<file path="config.mk">
export PLATFORM = sky130hd
export DESIGN_NAME = half_subtractor
export DESIGN_NICKNAME = d
export VERILOG_FILES = /design/src/rtl/half_sub_pkg.sv /design/src/rtl/half_sub_cell.sv /design/src/rtl/half_subtractor.sv
export SDC_FILE = /design/constraint.sdc
export NUM_CORES = 1
export LEC_CHECK = 0
export ABC_AREA = 0
export CAP_MARGIN = 20
export CORE_ASPECT_RATIO = 1.1
export CORE_MARGIN = 2
export CORE_UTILIZATION = 44
export CTS_BUF_LIST = sky130_fd_sc_hd__clkbuf_8
export DETAILED_ROUTE_END_ITERATION = 16
export PLACE_DENSITY = 0.78
export SLEW_MARGIN = 0
export SYNTH_ARGS = -nofsm -noshare
export SYNTH_HDL_FRONTEND = slang
export SYNTH_HIERARCHICAL = 1
export SYNTH_SLANG_ARGS = --single-unit
</file>
<file path="constraint.sdc">
create_clock -name clk -period 1.5 [get_ports clk]
set_input_delay 0.15 -clock clk [delete_from_list [all_inputs] [get_ports clk]]
set_output_delay 0.15 -clock clk [all_outputs]
set_load 0.01 [all_outputs]
</file>
<file path="src/rtl/half_sub_pkg.sv">
// Shared definitions for the half-subtractor lane bank: counter width default
// and the per-lane truth table, expressed as {bout, d} indexed by (a, b).
package half_sub_pkg;

   localparam int CNT_W_DEF = 16;

   // {bout, d} for each (a, b) input pair
   localparam logic [1:0] HS_TT_00 = 2'b00;
   localparam logic [1:0] HS_TT_01 = 2'b11;
   localparam logic [1:0] HS_TT_10 = 2'b01;
   localparam logic [1:0] HS_TT_11 = 2'b00;

   // Table lookup of one lane result, returned as {bout, d}
   function automatic logic [1:0] hs_ref(input logic a, input logic b);
      logic [1:0] r;
      case ({a, b})
         2'b00:   r = HS_TT_00;
         2'b01:   r = HS_TT_01;
         2'b10:   r = HS_TT_10;
         default: r = HS_TT_11;
      endcase
      return r;
   endfunction

endpackage

</file>
<file path="src/rtl/half_sub_cell.sv">
// One combinational half-subtractor lane: a - b with no borrow-in.
module half_sub_cell (
   input  logic a,
   input  logic b,
   output logic d,
   output logic bout
);

   // Difference is the parity of the operands; a borrow is needed only for 0 - 1
   always_comb begin
      d    = a ^ b;
      bout = ~a & b;
   end

endmodule

</file>
<file path="src/rtl/half_subtractor.sv">
// Registered bank of independent half-subtractor lanes with a valid qualifier,
// a registered any-lane-borrowed flag and a saturating borrow-event counter.
module half_subtractor
   import half_sub_pkg::*;
#(
   parameter int WIDTH = 1,
   parameter int CNT_W = CNT_W_DEF
) (
   input  logic             clk,
   input  logic             rst,
   input  logic             in_valid,
   input  logic [WIDTH-1:0] a,
   input  logic [WIDTH-1:0] b,
   input  logic             cnt_clr,
   output logic             out_valid,
   output logic [WIDTH-1:0] d,
   output logic [WIDTH-1:0] bout,
   output logic             borrow_any,
   output logic [CNT_W-1:0] borrow_cnt
);

   localparam logic [CNT_W-1:0] CNT_MAX = '1;

   logic [WIDTH-1:0] d_c;
   logic [WIDTH-1:0] bout_c;
   logic             borrow_any_c;

   for (genvar i = 0; i < WIDTH; i++) begin : g_lane
      half_sub_cell u_cell (
         .a    (a[i]),
         .b    (b[i]),
         .d    (d_c[i]),
         .bout (bout_c[i])
      );
   end

   // Any lane borrowing this cycle
   always_comb begin
      borrow_any_c = |bout_c;
   end

   // Result registers load only on a valid cycle, so idle-cycle inputs
   // (including X) never reach the state
   always_ff @(posedge clk) begin
      if (rst) begin
         out_valid  <= 1'b0;
         d          <= '0;
         bout       <= '0;
         borrow_any <= 1'b0;
      end else begin
         out_valid <= in_valid;
         if (in_valid) begin
            d          <= d_c;
            bout       <= bout_c;
            borrow_any <= borrow_any_c;
         end
      end
   end

   // Borrow-event counter: clear beats increment, saturates instead of wrapping
   always_ff @(posedge clk) begin
      if (rst) begin
         borrow_cnt <= '0;
      end else if (cnt_clr) begin
         borrow_cnt <= '0;
      end else if (in_valid && borrow_any_c && (borrow_cnt != CNT_MAX)) begin
         borrow_cnt <= borrow_cnt + CNT_W'(1);
      end
   end

endmodule

</file>
==> impl_results.md, run 1 <==
- Rows: 17
- EDFF count, synth: 0
- Fail Step: global routing
- Hold_buf cts: 0
- Buffers added on ports: 25
- DP HPWL: roughly 2400 µm
- Post-Syn Area per Cell: 9.01 µm²
- Cell Area, Synth: 973 µm²
- Dpl ws: -0.399 ns
- CTS Buf Count: 3
- H-tree depth: 1
- Largest net degree at the start of global routing: 11
- Yosys reg bits: 19
- Synthesis Warnings: 6
- Root Buffer: clkbuf_8
- Total clock sinks: 19
- Worst endpoint type: register data pin
- Tool error: [ERROR DPL-0038] Utilization greater than 100%, impossible to legalize
- Post-synthesis sequential area ratio: 0.391
- Cell variety after synth: 36
- Prevailing post-synth register cell: dfxtp_1
- Top Ports: 26
- Die H: approximately 53 µm
- Die X: slightly below 50 µm
- Cell Count Post-Placement: 194
- Largest buffer count on any clock path: 2
- Placed Area: ~1600 µm²
- RePlAce Congestion: approximately 0.84
- Post-synth ARST share: 0
- Worst_ep grt: borrow_cnt[14]$_SDFFE_PP0P_/D
- Initial core utilization: 0.477
- Cells after Synth: between 100 and 150
- Synth Net Count: 116
- Status: aborted with a tool error
==> cell families after synthesis <==
group	after synthesis	share of synthesized area
adders and majority gates	2	0.0257
buffers and inverters	9	0.0411
DFF	19	0.391
and+or+nand+nor	47	0.316
AOI/OAI and AO/OA	27	0.185
muxes	3	0.0321
xor gates and xnor gates	1	0.00900
==> what timing repair did <==
item,4_1_cts
setup buffers,2
resized for setup,17
endpoints found under the setup margin,18
pin swaps,6
==> per-stage QoR <==
| stage | setup TNS, ns | hold slack, ns | util |
|---|---|---|---|
| after detailed placement | -4.48 | 0.492 | 0.775 |
| after floorplan | -0.0838 | 0.219 | - |
| after CTS | -0.739 | 0.507 | 0.835 |
| after global placement | -3.26 | 0.467 | 0.775 |
==> cell usage after synthesis, types with 3 or more instances <==
cell type	n	share of area
a21oi_1	13	0.067
and3_1	3	0.019
nand3_1	3	0.015
nand4_1	5	0.032
or4_1	6	0.046
o21ai_0	4	0.021
o31ai_1	7	0.054
or3_1	3	0.019
nand2_1	5	0.019
inv_1	4	0.015
dfxtp_1	19	0.39
nor2_1	7	0.027
==> run 2: changes to the inputs <==
--- a/config.mk
+++ b/config.mk
@@ -7,12 +7,10 @@
 export LEC_CHECK = 0
 export ABC_AREA = 0
 export CAP_MARGIN = 20
-export CORE_ASPECT_RATIO = 1.1
-export CORE_MARGIN = 2
-export CORE_UTILIZATION = 44
-export CTS_BUF_LIST = sky130_fd_sc_hd__clkbuf_8
+export CORE_AREA = 2 2 63 65
 export DETAILED_ROUTE_END_ITERATION = 16
-export PLACE_DENSITY = 0.78
+export DIE_AREA = 0 0 65 67
+export PLACE_DENSITY_LB_ADDON = 0.15
 export SLEW_MARGIN = 0
 export SYNTH_ARGS = -nofsm -noshare
 export SYNTH_HDL_FRONTEND = slang
==> constraint.sdc (replaced) <==
create_clock -name clk -period 2 [get_ports clk]
set_input_delay 0.2 -clock clk [delete_from_list [all_inputs] [get_ports clk]]
set_output_delay 0.2 -clock clk [all_outputs]
set_load 0.01 [all_outputs]
==> run 2 against run 1 <==
  * The flow now finishes without violations
  * Synthesized cell count stayed put
  * Synthesized area stayed put
==> impl_results.md, run 2 <==
- Worst skew pair latency: 0.26 ns
- Vias in the first global route: 875
- Via count: just over 900
- CTS resizes: 0 (was 17)
- CP startpoint kind: flop
- Diode count: 0
- CP Launch Point: borrow_cnt[7]$_SDFFE_PP0P_
- Fill cells: approximately 380
- CP endpoint kind: flop
- Die X: 65 µm (was 48.8 µm)
- Final period util: 0.900
- Wl on met1: 1140 µm
- Levels on crit path: 4
- FF-to-FF setup slack: around 0.20 ns
- Synthesis Warnings: 6 (unchanged)
- P&R area growth vs syn: 36.2%
- Top Ports: 26 (unchanged)
- Met3 WL: between 100 and 150 µm
- VDD IR max: 0.265 mV
- Nets: 144
- Commonest non-fill, non-tap cell in the layout: clkdlybuf4s50_1
- 1st-pass router iterations: 6
- Worst hold path type: reg -> reg
- DP HPWL: 1790 µm (was 2370 µm)
- Final core utilization: 0.368
- DRT antenna net count: 0
- Most frequent cells in the layout: clkdlybuf4s50_1, dfxtp_1, a21oi_1, nor2_1, o31ai_1
- Die H: 67 µm (was 53.3 µm)
- Max reg flops: 16
- Total clock sinks: 19 (unchanged)
- Top Layer Used: met4
- Final Max Tran Viols: 0
- Buf/Inv on CP: 0
- Cell Area, Synth: 973 µm² (unchanged)
- Critical-path cell list: and4_1 > nand4_1 > nor4b_1 > mux2_2
- R2R Path Start: borrow_cnt[7]$_SDFFE_PP0P_
- Crit-path slowest cell: dfxtp_1
- Dominant cell type by area after synthesis: dfxtp_1 (unchanged)
- Worst Skew: roughly 0.0024 ns
- Worst Path Arrival: just under 2 ns
- Yosys reg bits: 19 (unchanged)
- H-tree depth: 1 (unchanged)
- Crit path max-delay family: simple AND/OR/NAND/NOR gates
- Core region area: 3610 µm²
- Most frequent cell after synthesis: dfxtp_1 (unchanged)
- Post-synth ARST share: 0 (unchanged)
- R2R depth: 4
- Worst-path fanout max: 6
- Average wire per standard cell: 13.1 µm
- Largest net degree at the start of global routing: 18
- P_leak: 0.435 nW
- First-pass GRT wire length: a little over 4000 µm
- Setup-failing EPs final: 0
- Initial core utilization: 0.270 (was 0.477)
- Setup Fix Bufs, Post-CTS: 0 (was 2)
- Largest Register: borrow_cnt
- Via density: a little over 5
- Cell variety after synth: 36 (unchanged)
- TritonCTS clock tree: done
- RSZ-0062 raised after global routing: no
- EDFF count, synth: 0 (unchanged)
- Final wirelength: ~2400 µm
- Die Area: roughly 4400 µm²
- Synth area leaders: dfxtp_1, a21oi_1, o31ai_1 (unchanged)
- Rows: 22 (was 17)
- WS Path Type: reg -> reg
- Worst setup path endpoint: borrow_cnt[14]$_SDFFE_PP0P_
- Clock-pin slew on the worst setup and hold paths: around 0.070 ns
- Tmin final: around 1.8 ns
- Root Buffer: clkbuf_8 (unchanged)
- CP peak stage delay: ~0.50 ns
- Synth top area share: 0.391 (unchanged)
- Power Density: approximately 530 nW/µm²
- Max transition margin: 0.691
- Grt total ovfl: 0
- Drt initial violations: 43
- Synth Net Count: 116 (unchanged)
- DRC viols: 0
- Max cap viols: 0
- Buffers added on ports: 25 (unchanged)
- RePlAce Congestion: 0.794 (was 0.839)
- Post-synthesis sequential area ratio: 0.391 (unchanged)
- Prevailing post-synth register cell: dfxtp_1 (unchanged)
- CTS Buf Count: 3 (unchanged)
- Slew @ Worst Pin: approximately 0.46 ns
- Capture point of the worst reg-to-reg path: borrow_cnt[14]$_SDFFE_PP0P_
- Hold_buf cts: 0 (unchanged)
- Post-Syn Area per Cell: 9.01 µm² (unchanged)
- Largest buffer count on any clock path: 2 (unchanged)
- Met2 Routed Length: approximately 1100 µm
- Fin. Hold Viols: 0
- Initial antenna violation count: 0
- Max Fclk: ~560 MHz
- Synth cell count leaders: dfxtp_1, a21oi_1, nor2_1, o31ai_1, or4_1 (unchanged)
- Worst EP required: about 2.2 ns
- Setup TNS: 0 ns
- Status: complete, no violations (was aborted with a tool error)
- Cells after Synth: 108 (unchanged)
- Fraction of layout instances using a drive strength above 1: 0.119
- Global Route Usage Sum: 0.119
## run 2: cell counts after synthesis
Identical to the previous run, type by type.
## run 2: report_power, final
group,internal (W),switching (W)
Clock,0.000142,0.000129
Sequential,0.000382,0.00000220
Combinational,0.0000258,0.0000204
## run 2: worst min-delay path: stages (launching register included)
cell	delay (ns)
dfxtp_1	0.33
nand2b_1	0.07
a21oi_1	0.06
## run 2: cells by family (layout without fill, tap and decap cells)
family,after synthesis,in the layout,synth area share
DFF,19,19,0.391
AOI/OAI and AO/OA,27,27,0.185
and+or+nand+nor,47,47,0.316
buffers and inverters,9,36,0.0411
xor gates and xnor gates,1,1,0.00900
adders and majority gates,2,2,0.0257
muxes,3,3,0.0321
## run 2: how the worst min path moves through the flow
stage	slack, ns	from	cells past startpoint	to
after global placement	0.48	d$_SDFFE_PP0P_	2	d$_SDFFE_PP0P_
after floorplan	0.27	rst	1	borrow_any$_SDFFE_PP0P_
after global routing	0.53	borrow_cnt[15]$_SDFFE_PP0P_	2	borrow_cnt[15]$_SDFFE_PP0P_
final	0.50	borrow_any$_SDFFE_PP0P_	2	borrow_any$_SDFFE_PP0P_
after CTS	0.51	borrow_any$_SDFFE_PP0P_	2	borrow_any$_SDFFE_PP0P_
after detailed placement	0.49	borrow_any$_SDFFE_PP0P_	2	borrow_any$_SDFFE_PP0P_
## run 2: cell type report
class / count / area, µm² / share of cell area
well taps: 48 / 60.1 / 0.0453
multi-input cells: 80 / 553 / 0.417
clock buffers: 4 / 45.0 / 0.0340
inverters: 4 / 15.0 / 0.0113
repair buffers: 28 / 273 / 0.206
flip-flops and latches: 19 / 380 / 0.287
## run 2: per-layer routing
metal / vias up / global-route usage
met3: 2 / 0.0304
met1: 434 / 0.152
li1: 465 / -
met4: 0 / 0.0293
met5: - / 0
met2: 21 / 0.200
## run 2: through the flow
step | instances | total power (W) | worst slack (ns) | area, µm² | hold WS (ns)
CTS | 183 | 0.000717 | 0.199 | 1330 | 0.505
global placement | 179 | 0.000439 | 0.0529 | 1280 | 0.477
finish | 183 | 0.000701 | 0.201 | 1330 | 0.499
floorplan | 108 | 0.000415 | 0.309 | 973 | 0.269
detailed placement | 179 | 0.000440 | 0.0181 | 1280 | 0.493
global route | 183 | 0.000730 | 0.0819 | 1330 | 0.531
Power figures use the tool's default switching activity.
==> run 3: changes to the inputs <==
--- a/config.mk
+++ b/config.mk
@@ -8,8 +8,10 @@
 export ABC_AREA = 0
 export CAP_MARGIN = 20
 export CORE_AREA = 2 2 63 65
+export CTS_CLUSTER_DIAMETER = 50
 export DETAILED_ROUTE_END_ITERATION = 16
 export DIE_AREA = 0 0 65 67
+export DONT_BUFFER_PORTS = 1
 export PLACE_DENSITY_LB_ADDON = 0.15
 export SLEW_MARGIN = 0
 export SYNTH_ARGS = -nofsm -noshare
==> run 3 against run 2 <==
  * Hold slack worse by 0.43 ns
  * Register-to-register slack worse by 0.04 ns
  * Utilization down 5.6 points
  * Total power down 1.6%
  * First-iteration DRC count down 23%
  * Sequential cell count unchanged
  * Non-clock buffer count down 19
  * Sequential share of layout area up 5.1 points
  * Setup slack worse by 0.036 ns
  * Critical path depth unchanged
  * Critical path type unchanged
  * Largest power group unchanged
==> impl_results.md, run 3 (same netlist as run 2, synthesis figures left out) <==
- Status: complete, no violations (unchanged)
- CP endpoint kind: flop (unchanged)
- Nets: 125 (was 144)
- VDD IR max: 0.270 mV (was 0.265 mV)
- Register area: 380 µm² (unchanged)
- CTS Buf Count: 3 (unchanged)
- Hold_buf cts: 1 (was 0)
- 1st-pass router iterations: 4 (was 6)
- Total clock sinks: 19 (unchanged)
- Worst-path fanout max: 6 (unchanged)
- Tmin final: 1.84 ns (was 1.80 ns)
- Final core utilization: 0.312 (was 0.368)
- DRT antenna net count: 0 (unchanged)
- Core region area: 3610 µm² (unchanged)
- Vias in the first global route: 844 (was 875)
- Largest buffer count on any clock path: 2 (unchanged)
- RSZ-0062 raised after global routing: no (unchanged)
- Setup Fix Bufs, Post-CTS: 0 (unchanged)
- Fill cells: 386 (was 384)
- CP startpoint kind: flop (unchanged)
- Most frequent cells in the layout: dfxtp_1, a21oi_1, nor2_1, o31ai_1, buf_4 (was clkdlybuf4s50_1, dfxtp_1, a21oi_1, nor2_1, o31ai_1)
- Fin. Hold Viols: 0 (unchanged)
- Power Density: 613 nW/µm² (was 529 nW/µm²)
- Commonest non-fill, non-tap cell in the layout: dfxtp_1 (was clkdlybuf4s50_1)
- CP peak stage delay: 0.53 ns (was 0.50 ns)
- Via density: 5.23 (was 5.04)
- Max reg flops: 16 (unchanged)
- Final Max Tran Viols: 0 (unchanged)
- Critical-path cell list: and4_1 > nand4_1 > nor4b_1 > mux2_2 (unchanged)
- Top Ports: 26 (unchanged)
- Die Area: 4360 µm² (unchanged)
- Largest Register: borrow_cnt (unchanged)
- Max cap viols: 0 (unchanged)
- Max transition margin: 0.695 (was 0.691)
- Root Buffer: clkbuf_8 (unchanged)
- TritonCTS clock tree: done (unchanged)
- CTS resizes: 0 (unchanged)
- First-pass GRT wire length: 4110 µm (was 4060 µm)
- DRC viols: 0 (unchanged)
- Die H: 67 µm (unchanged)
- Die X: 65 µm (unchanged)
- Via count: 858 (was 922)
- P_leak: 0.379 nW (was 0.435 nW)
- Worst Path Arrival: 1.98 ns (was 1.95 ns)
- WS Path Type: reg -> reg (unchanged)
- Crit-path slowest cell: dfxtp_1 (unchanged)
- Largest net degree at the start of global routing: 18 (unchanged)
- Final wirelength: 2430 µm (was 2400 µm)
- Crit path max-delay family: simple AND/OR/NAND/NOR gates (unchanged)
- Diode count: 0 (unchanged)
- Grt total ovfl: 0 (unchanged)
- DP HPWL: 1800 µm (was 1790 µm)
- Slew @ Worst Pin: 0.456 ns (was 0.462 ns)
- Drt initial violations: 33 (was 43)
- H-tree depth: 1 (unchanged)
- Rows: 22 (unchanged)
- Average wire per standard cell: 14.8 µm (was 13.1 µm)
- Multi-input gate area: 553 µm² (unchanged)
- Clock-pin slew on the worst setup and hold paths: 0.08 ns (was 0.07 ns)
- Initial antenna violation count: 0 (unchanged)
- Final period util: 0.918 (was 0.900)
- Worst skew pair latency: 0.26 ns (about the same)
- Worst hold path type: in -> reg (was reg -> reg)
- Worst EP required: 2.15 ns (about the same)
- Setup-failing EPs final: 0 (unchanged)
- Setup TNS: 0 ns (unchanged)
- Buffers added on ports: 0 (was 25)
- P&R area growth vs syn: 15.7% (was 36.2%)
- Initial core utilization: 0.270 (unchanged)
- Global Route Usage Sum: 0.121 (was 0.119)
- Fraction of layout instances using a drive strength above 1: 0.172 (was 0.119)
- RePlAce Congestion: 0.724 (was 0.794)
- Worst Skew: 0.00764 ns (was 0.00245 ns)
- Max Fclk: 545 MHz (was 556 MHz)
- Buf/Inv on CP: 0 (unchanged)
[run 3: per-stage QoR]
step | total power [W] | cell area [µm²] | cells | hold WS (ns) | setup slack (ns)
final | 0.000690 | 1130 | 164 | 0.0693 | 0.164
after global routing | 0.000722 | 1130 | 164 | 0.0936 | 0.0391
after global placement | 0.000418 | 1060 | 158 | 0.269 | 0.181
after CTS | 0.000699 | 1120 | 163 | 0.00182 | 0.146
after floorplan | 0.000415 | 973 | 108 | 0.269 | 0.309
after detailed placement | 0.000419 | 1060 | 158 | 0.273 | 0.180
[run 3: cell type report]
| cell class | count | share of cell area |
|---|---|---|
| inverters | 4 | 0.0133 |
| repair buffers | 9 | 0.0644 |
| clock buffers | 4 | 0.0400 |
| well taps | 48 | 0.0533 |
| flip-flops and latches | 19 | 0.338 |
| multi-input cells | 80 | 0.491 |
[run 3: metal layers]
layer,part of all wire,vias to the layer above,track usage
met5,0,-,0
met4,0.0099,0,0.0239
met3,0.045,4,0.0422
met2,0.52,12,0.220
met1,0.43,408,0.137
li1,-,434,-
[run 3: final timing paths]
check | startpoint | to | slack (ns) | depth (start not counted)
max | borrow_cnt[7]$_SDFFE_PP0P_ | borrow_cnt[14]$_SDFFE_PP0P_ | 0.16 | 4
min | in_valid | out_valid$_SDFF_PP0_ | 0.07 | 1
max reg2reg | borrow_cnt[7]$_SDFFE_PP0P_ | borrow_cnt[14]$_SDFFE_PP0P_ | 0.16 | 4
min reg2reg | d$_SDFFE_PP0P_ | d$_SDFFE_PP0P_ | 0.56 | 2
[run 3: where the power goes]
group	total [W]	leakage (nW)	internal, W	switching [W]
Sequential	0.000386	0.154	0.000382	0.00000414
Clock	0.000277	0.0228	0.000142	0.000135
Combinational	0.0000267	0.203	0.0000119	0.0000148
==> run 4: changes to the inputs <==
--- a/config.mk
+++ b/config.mk
@@ -16,5 +16,4 @@
 export SLEW_MARGIN = 0
 export SYNTH_ARGS = -nofsm -noshare
 export SYNTH_HDL_FRONTEND = slang
-export SYNTH_HIERARCHICAL = 1
 export SYNTH_SLANG_ARGS = --single-unit
==> run 4 against run 3 <==
  * Synthesized area is 1.4% higher
  * Synthesized cell count rose by 0.93%
  * Maximum frequency increased by 6.0%
  * Clock power is essentially flat
  * Register-to-register slack better by 0.10 ns
  * Setup slack gained 0.10 ns
  * Total power decreased by 0.48%
  * Die area unchanged
  * Sequential share of layout area shrank 1.1 points
  * Via count grew 7.6%
  * Hold slack worse by 0.060 ns
  * Global-route usage grew 1.9 points
  * Critical endpoint is now borrow_cnt[15]$_SDFFE_PP0P_
  * Largest cell class unchanged
==> impl_results.md, run 4 <==
- Power Density: 590 nW/µm² (was 613 nW/µm²)
- WS Path Type: reg -> reg (unchanged)
- Most frequent cells in the layout: dfxtp_1, buf_4, a21oi_1, nand2_1 (was dfxtp_1, a21oi_1, nor2_1, o31ai_1, buf_4)
- Critical-path cell list: nand3_1 > or4_4 > o31a_1 > o21a_1 (was and4_1 > nand4_1 > nor4b_1 > mux2_2)
- Post-synth ARST share: 0 (unchanged)
- CP startpoint kind: flop (unchanged)
- Rows: 22 (unchanged)
- Die Area: 4360 µm² (unchanged)
- R2R Path Start: borrow_cnt[10]$_SDFFE_PP0P_ (was borrow_cnt[7]$_SDFFE_PP0P_)
- Final period util: 0.866 (was 0.918)
- Die X: 65 µm (unchanged)
- Largest net degree at the start of global routing: 15 (was 18)
- H-tree depth: 1 (unchanged)
- Largest buffer count on any clock path: 2 (unchanged)
- TritonCTS clock tree: done (unchanged)
- Nets: 132 (was 125)
- 1st-pass router iterations: 4 (unchanged)
- Final Max Tran Viols: 0 (unchanged)
- Worst-path fanout max: 5 (was 6)
- Worst Path Arrival: 1.89 ns (was 1.98 ns)
- Tmin final: 1.73 ns (was 1.84 ns)
- VDD IR max: 0.242 mV (was 0.270 mV)
- Buffers added on ports: 0 (unchanged)
- Setup TNS: 0 ns (unchanged)
- Cells after Synth: 109 (was 108)
- RSZ-0062 raised after global routing: no (unchanged)
- Cell Count Post-Placement: 166 (was 158)
- FF-to-FF setup slack: 0.27 ns (was 0.16 ns)
- DP HPWL: 2050 µm (was 1800 µm)
- Initial antenna violation count: 0 (unchanged)
- Hold_buf cts: 1 (unchanged)
- Max cap viols: 0 (unchanged)
- Worst hold path type: in -> reg (unchanged)
- Max reg flops: 16 (unchanged)
- Grt total ovfl: 0 (unchanged)
- Dominant cell type by area after synthesis: dfxtp_1 (unchanged)
- Synth top area share: 0.385 (was 0.391)
- Total clock sinks: 19 (unchanged)
- CTS Buf Count: 3 (unchanged)
- CP endpoint kind: flop (unchanged)
- Max transition margin: 0.722 (was 0.695)
- CTS resizes: 0 (unchanged)
- Prevailing post-synth register cell: dfxtp_1 (unchanged)
- Diode count: 0 (unchanged)
- Buf/Inv on CP: 0 (unchanged)
- Yosys reg bits: 19 (unchanged)
- Vias in the first global route: 964 (was 844)
- Root Buffer: clkbuf_8 (unchanged)
- Fin. Hold Viols: 0 (unchanged)
- Crit-path slowest cell: or4_4 (was dfxtp_1)
- Final instance area: 1160 µm² (was 1130 µm²)
- Final wirelength: 2770 µm (was 2430 µm)
- Setup-failing EPs final: 0 (unchanged)
- Synth area leaders: dfxtp_1, a21oi_1, or4_1 (was dfxtp_1, a21oi_1, o31ai_1)
- Top Ports: 26 (unchanged)
- Clock-pin slew on the worst setup and hold paths: 0.07 ns (was 0.08 ns)
- Initial core utilization: 0.274 (was 0.270)
- Worst EP required: 2.16 ns (was 2.15 ns)
- Post-synthesis sequential area ratio: 0.385 (was 0.391)
- Capture point of the worst reg-to-reg path: borrow_cnt[15]$_SDFFE_PP0P_ (was borrow_cnt[14]$_SDFFE_PP0P_)
- Die H: 67 µm (unchanged)
- Commonest non-fill, non-tap cell in the layout: dfxtp_1 (unchanged)
- Average wire per standard cell: 16.2 µm (was 14.8 µm)
- Setup Fix Bufs, Post-CTS: 0 (unchanged)
- Max Fclk: 578 MHz (was 545 MHz)
- Slew @ Worst Pin: 0.415 ns (was 0.456 ns)
- RePlAce Congestion: 0.749 (was 0.724)
- First-pass GRT wire length: 4620 µm (was 4110 µm)
- EDFF count, synth: 0 (unchanged)
- Status: complete, no violations (unchanged)
- Placed Area: 1110 µm² (was 1060 µm²)
- Largest Register: borrow_cnt (unchanged)
- P&R area growth vs syn: 17.9% (was 15.7%)
- Most frequent cell after synthesis: dfxtp_1 (unchanged)
- WHS Endpoint: d$_SDFFE_PP0P_ (was out_valid$_SDFF_PP0_)
- Cell variety after synth: 39 (was 36)
- Post-Syn Area per Cell: 9.06 µm² (was 9.01 µm²)
- Cell Area, Synth: 987 µm² (was 973 µm²)
- DRT antenna net count: 0 (unchanged)
- Non-Filler Instances: 171 (was 164)
- Final Power: 0.000686 W (was 0.000690 W)
- Worst skew pair latency: 0.26 ns (about the same)
- DRC viols: 0 (unchanged)
- Via count: 923 (was 858)
- Final core utilization: 0.323 (was 0.312)
- Crit path max-delay family: simple AND/OR/NAND/NOR gates (unchanged)
- Core region area: 3610 µm² (unchanged)
- Hold path start: rst (was in_valid)
- Synth Net Count: 117 (was 116)
- P_leak: 0.395 nW (was 0.379 nW)
- Hold path cells: 1 (unchanged)
- Fraction of layout instances using a drive strength above 1: 0.195 (was 0.172)
- Drt initial violations: 54 (was 33)
- Worst Skew: 0.000699 ns (was 0.00764 ns)
- Global Route Usage Sum: 0.140 (was 0.121)
- R2R depth: 4 (unchanged)
- Synthesis Warnings: 0 (was 6)
- Via density: 5.40 (was 5.23)
- Synth cell count leaders: dfxtp_1, a21oi_1, nand2_1 (was dfxtp_1, a21oi_1, nor2_1, o31ai_1, or4_1)
- CP peak stage delay: 0.56 ns (was 0.53 ns)
[run 4: worst max path at each step]
stage                                   to  cells after the start                         from
5_1_grt        borrow_cnt[15]$_SDFFE_PP0P_                      4   borrow_cnt[3]$_SDFFE_PP0P_
4_1_cts        borrow_cnt[15]$_SDFFE_PP0P_                      4   borrow_cnt[3]$_SDFFE_PP0P_
2_1_floorplan  borrow_cnt[14]$_SDFFE_PP0P_                      5   borrow_cnt[0]$_SDFFE_PP0P_
3_5_place_dp   borrow_cnt[15]$_SDFFE_PP0P_                      4   borrow_cnt[3]$_SDFFE_PP0P_
6_report       borrow_cnt[15]$_SDFFE_PP0P_                      4  borrow_cnt[10]$_SDFFE_PP0P_
3_3_place_gp   borrow_cnt[15]$_SDFFE_PP0P_                      4   borrow_cnt[3]$_SDFFE_PP0P_
[run 4: cells by family after synthesis]
kind of cell	after synthesis	share of synthesized area
AO/OA/AOI/OAI	29	0.190
adder cells (fa/ha/maj)	2	0.0253
XOR/XNOR	2	0.0177
multiplexers	1	0.0101
AND/OR/NAND/NOR	51	0.335
buffers and inverters	5	0.0368
flip-flops	19	0.385
[run 4: metal layers]
layer | track usage | share of wire | vias to the layer above
met5 | 0 | 0 | -
met2 | 0.228 | 0.44 | 35
met3 | 0.0422 | 0.075 | 7
met1 | 0.165 | 0.45 | 424
met4 | 0.0745 | 0.030 | 0
li1 | - | - | 457
[run 4: layout make-up]
cell class                 instances  area, µm²
clock buffer                       4       45.0
inverter                           2       7.51
timing repair buffer              13        100
sequential                        19        380
multi-input combinational         85        571
tap                               48       60.1
fill                             376       2440
[run 4: per-stage QoR]
step	setup WS (ns)	hold WS, ns
after floorplan	0.274	0.269
after global placement	0.298	0.274
after detailed placement	0.277	0.276
after CTS	0.261	0.00141
after global routing	0.172	0.00790
final	0.269	0.00891
[run 4: report_power, final]
| group | switching [W] | total (W) | internal (W) |
|---|---|---|---|
| Clock | 0.000135 | 0.000277 | 0.000142 |
| Sequential | 0.00000458 | 0.000387 | 0.000382 |
| Combinational | 0.0000143 | 0.0000232 | 0.00000884 |
